`config.mk`:
```
export PLATFORM = sky130hd
export DESIGN_NAME = img_sram_arbiter_flat
export DESIGN_NICKNAME = d
export VERILOG_FILES = /design/src/rtl/img_sram_pkg.sv /design/src/rtl/img_sram_arbiter_if.sv /design/src/rtl/img_sram_addr_gen.sv /design/src/rtl/img_sram_arbiter.sv /design/src/flat_wrapper.sv
export SDC_FILE = /design/constraint.sdc
export NUM_CORES = 1
export LEC_CHECK = 0
export BUFFER_PORTS_ARGS = -buffer_cell sky130_fd_sc_hd__buf_2
export CAP_MARGIN = 15
export CORE_MARGIN = 2
export CORE_UTILIZATION = 55
export DETAILED_ROUTE_END_ITERATION = 12
export PLACE_DENSITY = 0.85
export SLEW_MARGIN = 20
export SYNTH_ARGS = -nofsm -noshare
export SYNTH_HDL_FRONTEND = slang
export SYNTH_SLANG_ARGS = --single-unit
```
`constraint.sdc`:
```
create_clock -name clk -period 3.1 [get_ports clk]
set_input_delay 0.31 -clock clk [delete_from_list [all_inputs] [get_ports clk]]
set_output_delay 0.31 -clock clk [all_outputs]
set_load 0.01 [all_outputs]
```
`src/rtl/img_sram_pkg.sv`:
```
// Shared types and constants for the image SRAM arbiter slice.
// Latency: none (types and a pure helper function only).
// Backpressure: not applicable.
package img_sram_pkg;

  localparam int IMG_DIM = 256;
  localparam int PIX_W   = 8;
  localparam int ADDR_W  = 8;
  localparam int LEN_W   = 9;

  typedef logic [PIX_W-1:0]    pix_t;
  typedef logic [ADDR_W-1:0]   coord_t;
  typedef logic [LEN_W-1:0]    len_t;
  typedef logic [2*ADDR_W-1:0] addr_flat_t;

  typedef struct packed {
    coord_t row;
    coord_t col;
  } img_addr_t;

  typedef enum logic [1:0] {IDLE, BURST, LAST} arb_state_e;
  typedef enum logic [1:0] {HOLD, READ, WRITE} sram_op_e;

  // Raster step. Row sits above col in the packed struct, so a plain
  // increment carries col 255 into the next row and (255,255) wraps to (0,0).
  function automatic img_addr_t raster_next(input img_addr_t a);
    return img_addr_t'(addr_flat_t'(a) + addr_flat_t'(1));
  endfunction

endpackage

```
`src/rtl/img_sram_arbiter_if.sv`:
```
// Bundle of loader write, burst command, read data and SRAM pin signals.
// Latency: none (wires only).
// Backpressure: wr_ready / rd_cmd_ready; rd_data has no backpressure.
interface img_sram_arbiter_if;
  import img_sram_pkg::*;

  logic   wr_valid;
  logic   wr_ready;
  coord_t wr_row;
  coord_t wr_col;
  pix_t   wr_data;

  logic   rd_cmd_valid;
  logic   rd_cmd_ready;
  coord_t rd_cmd_row;
  coord_t rd_cmd_col;
  len_t   rd_cmd_len;

  logic   rd_data_valid;
  pix_t   rd_data;
  logic   rd_data_last;
  logic   rd_busy;

  coord_t sram_row;
  coord_t sram_col;
  pix_t   sram_din;
  logic   sram_write_en;
  logic   sram_sense_en;
  pix_t   sram_dout;

  modport slave (
    input  wr_valid, wr_row, wr_col, wr_data,
    input  rd_cmd_valid, rd_cmd_row, rd_cmd_col, rd_cmd_len,
    input  sram_dout,
    output wr_ready, rd_cmd_ready,
    output rd_data_valid, rd_data, rd_data_last, rd_busy,
    output sram_row, sram_col, sram_din, sram_write_en, sram_sense_en
  );

  modport master (
    output wr_valid, wr_row, wr_col, wr_data,
    output rd_cmd_valid, rd_cmd_row, rd_cmd_col, rd_cmd_len,
    output sram_dout,
    input  wr_ready, rd_cmd_ready,
    input  rd_data_valid, rd_data, rd_data_last, rd_busy,
    input  sram_row, sram_col, sram_din, sram_write_en, sram_sense_en
  );

endinterface

```
`src/rtl/img_sram_addr_gen.sv`:
```
// Raster address counter for read bursts: load start/length, step per issued beat.
// Latency: addr/last_beat update one clock after load or step.
// Backpressure: none; the caller steps only when a beat is actually issued.
module img_sram_addr_gen
  import img_sram_pkg::*;
(
  input  logic      clk,
  input  logic      rst,
  input  logic      load,
  input  img_addr_t load_addr,
  input  len_t      load_len,
  input  logic      step,
  output img_addr_t addr,
  output logic      last_beat
);

  len_t remaining;

  // Current beat address and beats still to issue; load has priority over step.
  always_ff @(posedge clk) begin
    if (rst) begin
      addr      <= '0;
      remaining <= '0;
    end else if (load) begin
      addr      <= load_addr;
      remaining <= load_len;
    end else if (step) begin
      addr      <= raster_next(addr);
      remaining <= remaining - len_t'(1);
    end
  end

  assign last_beat = (remaining == len_t'(1));

endmodule

```
`src/rtl/img_sram_arbiter.sv`:
```
// Shares one SRAM port between single-beat loader writes and raster read bursts (optional IMG_SRAM_ARB_PERF_EN perf counters).
// Latency: write/read reaches SRAM pins 1 clk after grant; burst data 2 clks after cmd accept uncontended.
// Backpressure: wr_ready is the per-cycle grant; rd_cmd_ready only when idle; rd_data cannot be stalled.
module img_sram_arbiter
  import img_sram_pkg::*;
(
  input  logic               clk,
  input  logic               rst,
  img_sram_arbiter_if.slave  bus
`ifdef IMG_SRAM_ARB_PERF_EN
  ,
  output logic [31:0]        perf_wr_cnt,
  output logic [31:0]        perf_rd_cnt,
  output logic [31:0]        perf_stall_cnt
`endif
);

  arb_state_e state, state_nxt;
  sram_op_e   op_nxt;
  logic       rr_wr_pri;      // 1: write wins the next contended cycle
  logic       wr_pend, rd_pend, contended;
  logic       grant_wr, grant_rd;
  logic       gen_load;
  img_addr_t  gen_addr;
  logic       gen_last;

  coord_t     sram_row_q, sram_col_q;
  pix_t       sram_din_q;
  logic       sram_we_q, sram_se_q;
  logic       rd_inflight;    // a read was issued at the last posedge
  logic       last_inflight;  // ...and it was the final beat of its burst

  img_sram_addr_gen u_addr_gen (
    .clk       (clk),
    .rst       (rst),
    .load      (gen_load),
    .load_addr ('{row: bus.rd_cmd_row, col: bus.rd_cmd_col}),
    .load_len  (bus.rd_cmd_len),
    .step      (grant_rd),
    .addr      (gen_addr),
    .last_beat (gen_last)
  );

  assign rd_inflight = !sram_se_q;

  // Arbitration, SRAM op selection and FSM next state.
  always_comb begin
    state_nxt = state;
    op_nxt    = HOLD;
    wr_pend   = bus.wr_valid && !rst;
    rd_pend   = (state == BURST);
    contended = wr_pend && rd_pend;
    grant_wr  = wr_pend && (!rd_pend || rr_wr_pri);
    grant_rd  = rd_pend && (!wr_pend || !rr_wr_pri);
    gen_load  = (state == IDLE) && bus.rd_cmd_valid && (bus.rd_cmd_len != '0);

    if (grant_wr)      op_nxt = WRITE;
    else if (grant_rd) op_nxt = READ;

    case (state)
      IDLE:    if (gen_load)             state_nxt = BURST;
      BURST:   if (grant_rd && gen_last) state_nxt = LAST;
      LAST:    if (rd_inflight)          state_nxt = IDLE;
      default:                           state_nxt = IDLE;
    endcase
  end

  // FSM state and round-robin pointer (flips only on contended grants).
  always_ff @(posedge clk) begin
    if (rst) begin
      state     <= IDLE;
      rr_wr_pri <= 1'b1;
    end else begin
      state <= state_nxt;
      if (contended) rr_wr_pri <= !rr_wr_pri;
    end
  end

  // SRAM pin registers; address/data hold when the port idles.
  always_ff @(posedge clk) begin
    if (rst) begin
      sram_row_q    <= '0;
      sram_col_q    <= '0;
      sram_din_q    <= '0;
      sram_we_q     <= 1'b0;
      sram_se_q     <= 1'b1;
      last_inflight <= 1'b0;
    end else begin
      sram_we_q     <= (op_nxt == WRITE);
      sram_se_q     <= (op_nxt != READ);
      last_inflight <= grant_rd && gen_last;
      case (op_nxt)
        WRITE: begin
          sram_row_q <= bus.wr_row;
          sram_col_q <= bus.wr_col;
          sram_din_q <= bus.wr_data;
        end
        READ: begin
          sram_row_q <= gen_addr.row;
          sram_col_q <= gen_addr.col;
        end
        default: ;
      endcase
    end
  end

  // Capture read data at the posedge following each read issue.
  always_ff @(posedge clk) begin
    if (rst) begin
      bus.rd_data_valid <= 1'b0;
      bus.rd_data       <= '0;
      bus.rd_data_last  <= 1'b0;
    end else begin
      bus.rd_data_valid <= rd_inflight;
      bus.rd_data_last  <= rd_inflight && last_inflight;
      if (rd_inflight) bus.rd_data <= bus.sram_dout;
    end
  end

  assign bus.wr_ready      = grant_wr;
  assign bus.rd_cmd_ready  = (state == IDLE);
  assign bus.rd_busy       = (state != IDLE);
  assign bus.sram_row      = sram_row_q;
  assign bus.sram_col      = sram_col_q;
  assign bus.sram_din      = sram_din_q;
  assign bus.sram_write_en = sram_we_q;
  assign bus.sram_sense_en = sram_se_q;

`ifdef IMG_SRAM_ARB_PERF_EN
  // Saturating counters: granted writes, issued read beats, lost-arbitration cycles.
  always_ff @(posedge clk) begin
    if (rst) begin
      perf_wr_cnt    <= '0;
      perf_rd_cnt    <= '0;
      perf_stall_cnt <= '0;
    end else begin
      if (grant_wr && perf_wr_cnt != '1)     perf_wr_cnt    <= perf_wr_cnt + 32'd1;
      if (grant_rd && perf_rd_cnt != '1)     perf_rd_cnt    <= perf_rd_cnt + 32'd1;
      if (contended && perf_stall_cnt != '1) perf_stall_cnt <= perf_stall_cnt + 32'd1;
    end
  end
`endif

endmodule

```
`src/flat_wrapper.sv`:
```
// flat-port wrapper written by rule: the top's interface ports become plain ports
module img_sram_arbiter_flat import img_sram_pkg::*;
  (clk, rst, bus_wr_valid, bus_wr_row, bus_wr_col, bus_wr_data, bus_rd_cmd_valid, bus_rd_cmd_row, bus_rd_cmd_col, bus_rd_cmd_len, bus_sram_dout, bus_wr_ready, bus_rd_cmd_ready, bus_rd_data_valid, bus_rd_data, bus_rd_data_last, bus_rd_busy, bus_sram_row, bus_sram_col, bus_sram_din, bus_sram_write_en, bus_sram_sense_en);
  img_sram_arbiter_if bus_i ();
  input  logic clk;
  input  logic rst;
  input wire logic [$bits(bus_i.wr_valid)-1:0] bus_wr_valid;
  input wire logic [$bits(bus_i.wr_row)-1:0] bus_wr_row;
  input wire logic [$bits(bus_i.wr_col)-1:0] bus_wr_col;
  input wire logic [$bits(bus_i.wr_data)-1:0] bus_wr_data;
  input wire logic [$bits(bus_i.rd_cmd_valid)-1:0] bus_rd_cmd_valid;
  input wire logic [$bits(bus_i.rd_cmd_row)-1:0] bus_rd_cmd_row;
  input wire logic [$bits(bus_i.rd_cmd_col)-1:0] bus_rd_cmd_col;
  input wire logic [$bits(bus_i.rd_cmd_len)-1:0] bus_rd_cmd_len;
  input wire logic [$bits(bus_i.sram_dout)-1:0] bus_sram_dout;
  output wire logic [$bits(bus_i.wr_ready)-1:0] bus_wr_ready;
  output wire logic [$bits(bus_i.rd_cmd_ready)-1:0] bus_rd_cmd_ready;
  output wire logic [$bits(bus_i.rd_data_valid)-1:0] bus_rd_data_valid;
  output wire logic [$bits(bus_i.rd_data)-1:0] bus_rd_data;
  output wire logic [$bits(bus_i.rd_data_last)-1:0] bus_rd_data_last;
  output wire logic [$bits(bus_i.rd_busy)-1:0] bus_rd_busy;
  output wire logic [$bits(bus_i.sram_row)-1:0] bus_sram_row;
  output wire logic [$bits(bus_i.sram_col)-1:0] bus_sram_col;
  output wire logic [$bits(bus_i.sram_din)-1:0] bus_sram_din;
  output wire logic [$bits(bus_i.sram_write_en)-1:0] bus_sram_write_en;
  output wire logic [$bits(bus_i.sram_sense_en)-1:0] bus_sram_sense_en;
  assign bus_i.wr_valid = bus_wr_valid;
  assign bus_i.wr_row = bus_wr_row;
  assign bus_i.wr_col = bus_wr_col;
  assign bus_i.wr_data = bus_wr_data;
  assign bus_i.rd_cmd_valid = bus_rd_cmd_valid;
  assign bus_i.rd_cmd_row = bus_rd_cmd_row;
  assign bus_i.rd_cmd_col = bus_rd_cmd_col;
  assign bus_i.rd_cmd_len = bus_rd_cmd_len;
  assign bus_i.sram_dout = bus_sram_dout;
  assign bus_wr_ready = bus_i.wr_ready;
  assign bus_rd_cmd_ready = bus_i.rd_cmd_ready;
  assign bus_rd_data_valid = bus_i.rd_data_valid;
  assign bus_rd_data = bus_i.rd_data;
  assign bus_rd_data_last = bus_i.rd_data_last;
  assign bus_rd_busy = bus_i.rd_busy;
  assign bus_sram_row = bus_i.sram_row;
  assign bus_sram_col = bus_i.sram_col;
  assign bus_sram_din = bus_i.sram_din;
  assign bus_sram_write_en = bus_i.sram_write_en;
  assign bus_sram_sense_en = bus_i.sram_sense_en;
  img_sram_arbiter u_core (.clk(clk), .rst(rst), .bus(bus_i));
endmodule
```
==> metrics.md <==
| Metric | Value |
|---|---|
| Fin area | about 0.0038 mm² |
| CTS Buffer Depth | 2 |
| Pleak | 1.663 nW |
| Hold buffer count at cts | 0 |
| Biggest area consumer among synthesized cells | dfxtp_1 |
| Root buf cell | clkbuf_8 |
| Final TNS setup | 0 ns |
| Area Growth Syn to Fin | 22.68% |
| Clock transition at the registers of the reported paths | roughly 0.070 ns |
| HP Start | bus_sram_dout[2] |
| # diodes | 0 |
| WL final | ~7.7 mm |
| Sequential cell area fraction in the yosys report | about two fifths |
| Worst Path Required | around 2.8 ns |
| Setup Fix Bufs, Post-CTS | 0 |
| Maximum level of the CTS H-tree | 3 |
| Final HPWL DP | 5.359 mm |
| CP max FO | 9 |
| # resized after CTS | 0 |
| Initial Util | between 50% and 60% |
| Yosys reg bits | between 60 and 70 |
| Share of the synthesized area in the top cell type | a little over two fifths |
| Initial antenna violation count | 0 |
| GRT Util Overall | 24.88% |
| DP Worst Slack | around 1.0 ns |
| YS warnings | 0 |
| Worst Reg2Reg Path Length in Cells | 4 |
| Netlist cell types | 48 |
| Core area | between 0.005 and 0.006 mm² |
| Setup crit end kind | primary output |
| Hold Path Stages | 3 |
| 1st-iter DRT viols | between 200 and 250 |
| Crit Path Category | reg -> out |
| Cts bufs inserted | 9 |
| Pwr dens | around 540 mW/mm² |
| Vias in the first global route | between 2000 and 3000 |
| Detail Route Antenna Nets | 0 |
| FILL cells | 439 |
| Share of cells above drive strength 1 | 28.48% |
| Internal reg-to-reg setup slack | 1.06 ns |
| Max Fclk | 0.4756 GHz |
| RR Endpoint | u_core.u_addr_gen.addr[14] |
| TritonCTS clock tree | yes |
| Run status | complete, no violations |
| I/O Pins | 100 |
| RSZ-0062 raised after global routing | no |
| Final Worst Setup Slack | ~1 ns |
| Die area | approximately 0.0063 mm² |
| Die height | approximately 80 µm |
| Hold_ws | 0.1965 ns |
| WL/cell | between 10 and 15 µm |
| Buffers added on ports | a little under 100 |
| GRT overflow | 0 |
| Hold EP | u_core.bus.rd_data[2] |
| Mapped Cells | roughly 370 |
| Fin. max-slew vios | 0 |
| Synthesized area | between 0.003 and 0.004 mm² |
| Ys async rst share | 0% |
| Peak supply drop | roughly 0.0004 V |
| Worst skew pair latency | roughly 0.34 ns |
| Drt via density | ~5.7 |
| Critical Path Start Type | flip-flop |
| Clk sinks | 65 |
| Nets | just over 500 |
| DRT Pass-1 Iters | 4 |
| Die width | 79.28 µm |
| First-pass GRT wire length | approximately 13 mm |
| Placed inst area | approximately 0.0036 mm² |
| Max-cap violations | 0 |
| Crit share post-route | between 60% and 70% |
| Reg2Reg Launch Point | u_core.state[0] |
| Most used DFF post-synth | dfxtp_1 |
| Worst rel slew slack | roughly 60% |
| Final Wtd Congestion | a little under 0.9 |
| Final min period | 2.102 ns |
| Worst path arrival time | between 1.5 and 2 ns |
| DRC | 0 |
| Clk_skew | between 0.004 and 0.005 ns |
| Top cells by area, synth | dfxtp_1 (42%), nand2_1 (5.8%), mux2i_1 (5.5%) |
| DR vias | around 3000 |
| Syn Area/Cell | 8.492 µm² |
| Pin count of the biggest net entering global routing | 39 |
| Worst slew pin tran | approximately 0.6 ns |
| Final Hold Viols | 0 |
| # setup viols final | 0 |
| Worst hold-check path type | in -> reg |
| Row Count | 27 |
| Post-synth EDFFs | 0 |
| Syn_nets | around 430 |
[cell type report]
| type | instances | area [µm²] | area share [%] |
|---|---|---|---|
| clock inverter | 7 | 70.07 | 1.832 |
| tap | 72 | 90.09 | 2.356 |
| timing repair buffer | 107 | 555.5 | 14.53 |
| multi-input combinational | 267 | 1664 | 43.52 |
| inverter | 5 | 18.77 | 0.4908 |
| sequential | 65 | 1301 | 34.03 |
| clock buffer | 9 | 123.9 | 3.240 |
[cell families after synthesis]
group | synth area share [%]
buffers and inverters | 4.938
adder cells (fa/ha/maj) | 1.204
AO/OA/AOI/OAI | 19.39
XOR/XNOR | 2.810
flip-flops | 41.75
AND/OR/NAND/NOR | 24.45
multiplexers | 5.460
[cell usage in the layout (no fill, tap or decap), types with 2 or more instances in the layout]
cell / netlist / final
a311oi_2: 3 / 3
nor2b_1: 2 / 2
nand2_1: 48 / 48
clkinv_2: 0 / 3
clkbuf_8: 0 / 9
nor2_1: 44 / 43
mux2i_1: 17 / 17
o31a_1: 4 / 4
o21a_1: 5 / 5
nand3_1: 22 / 22
o31ai_1: 5 / 5
a311oi_1: 16 / 16
ha_1: 3 / 3
xor2_1: 4 / 4
a211oi_1: 3 / 3
nand3b_1: 2 / 2
and4_1: 2 / 2
nor3_1: 3 / 3
inv_1: 5 / 5
nand4_1: 6 / 6
or3_1: 4 / 4
a21oi_1: 13 / 13
nor4_1: 6 / 6
buf_4: 2 / 8
nand2b_1: 4 / 4
buf_2: 5 / 99
dfxtp_1: 65 / 65
a22oi_1: 8 / 8
o21ai_0: 8 / 8
and3_1: 3 / 3
xnor2_1: 6 / 6
a31oi_1: 9 / 9
or4_1: 4 / 4
[worst max-delay path, stage by stage (launching register included)]
cell      delay, ns
dfxtp_1        0.41
nand2b_1       0.36
o21a_1         0.46
buf_2          0.22
[per-layer routing]
layer | share of wire, % | up-vias | global-route usage [%] | wire, µm
met2 | 47 | 129 | 42.71 | 3653
met4 | 1.6 | 0 | 10.00 | 126
li1 | - | 1513 | - | -
met1 | 44 | 1379 | 31.06 | 3409
met3 | 6.9 | 19 | 4.091 | 534
met5 | 0 | - | 0 | 0
[where the power goes]
| part | switching [mW] | internal, mW | leakage, nW |
|---|---|---|---|
| clock network | 0.341 | 0.371 | 0.0994 |
| logic | 0.212 | 0.170 | 1.03 |
| registers | 0.0705 | 0.903 | 0.535 |
| total | 0.624 | 1.44 | 1.66 |
[state kept, by name, summed over array words and instances, names as in the netlist]
register and flops:
u_core.bus.rd_data 8, u_core.bus.rd_data_last 1, u_core.bus.rd_data_valid 1, u_core.bus.sram_col 8
u_core.bus.sram_din 8, u_core.bus.sram_row 8, u_core.bus.sram_sense_en 1, u_core.bus.sram_write_en 1
u_core.last_inflight 1, u_core.rr_wr_pri 1, u_core.state 2, u_core.u_addr_gen.addr 16
u_core.u_addr_gen.remaining 9
[cells in the mapped netlist, types with 4 or more instances]
| master | number |
|---|---|
| nor2_1 | 44 |
| o31ai_1 | 5 |
| buf_2 | 5 |
| mux2i_1 | 17 |
| nand2_1 | 48 |
| o21ai_0 | 8 |
| nand3_1 | 22 |
| a21oi_1 | 13 |
| nand2b_1 | 4 |
| o21a_1 | 5 |
| nor4_1 | 6 |
| a22oi_1 | 8 |
| xnor2_1 | 6 |
| inv_1 | 5 |
| clkbuf_1 | 19 |
| or3_1 | 4 |
| o31a_1 | 4 |
| a31oi_1 | 9 |
| xor2_1 | 4 |
| dfxtp_1 | 65 |
| or4_1 | 4 |
| a311oi_1 | 16 |
| nand4_1 | 6 |
[per-stage QoR]
| stage | instances | power [mW] | util (%) |
|---|---|---|---|
| after floorplan | 367 | 1.237 | - |
| after global placement | 516 | 1.354 | 65.92 |
| after detailed placement | 516 | 1.367 | 65.92 |
| after CTS | 532 | 2.068 | 69.44 |
| after global routing | 532 | 2.159 | 69.44 |
| final | 532 | 2.067 | 69.44 |
[worst max-delay path by stage]
| stage | startpoint | to | slack, ns | depth (start not counted) |
|---|---|---|---|---|
| 5_1_grt | u_core.state[1] | bus_wr_ready | 0.88 | 3 |
| 3_5_place_dp | bus_rd_cmd_len[4] | u_core.u_addr_gen.addr[3] | 1.02 | 5 |
| 6_report | u_core.state[1] | bus_wr_ready | 1.0 | 3 |
| 3_3_place_gp | bus_rd_cmd_len[4] | u_core.u_addr_gen.addr[4] | 1.05 | 5 |
| 4_1_cts | u_core.state[1] | bus_wr_ready | 1.01 | 3 |
| 2_1_floorplan | bus_rd_cmd_len[4] | u_core.u_addr_gen.addr[4] | 1.30 | 5 |
(Power assumes the default switching activity.)
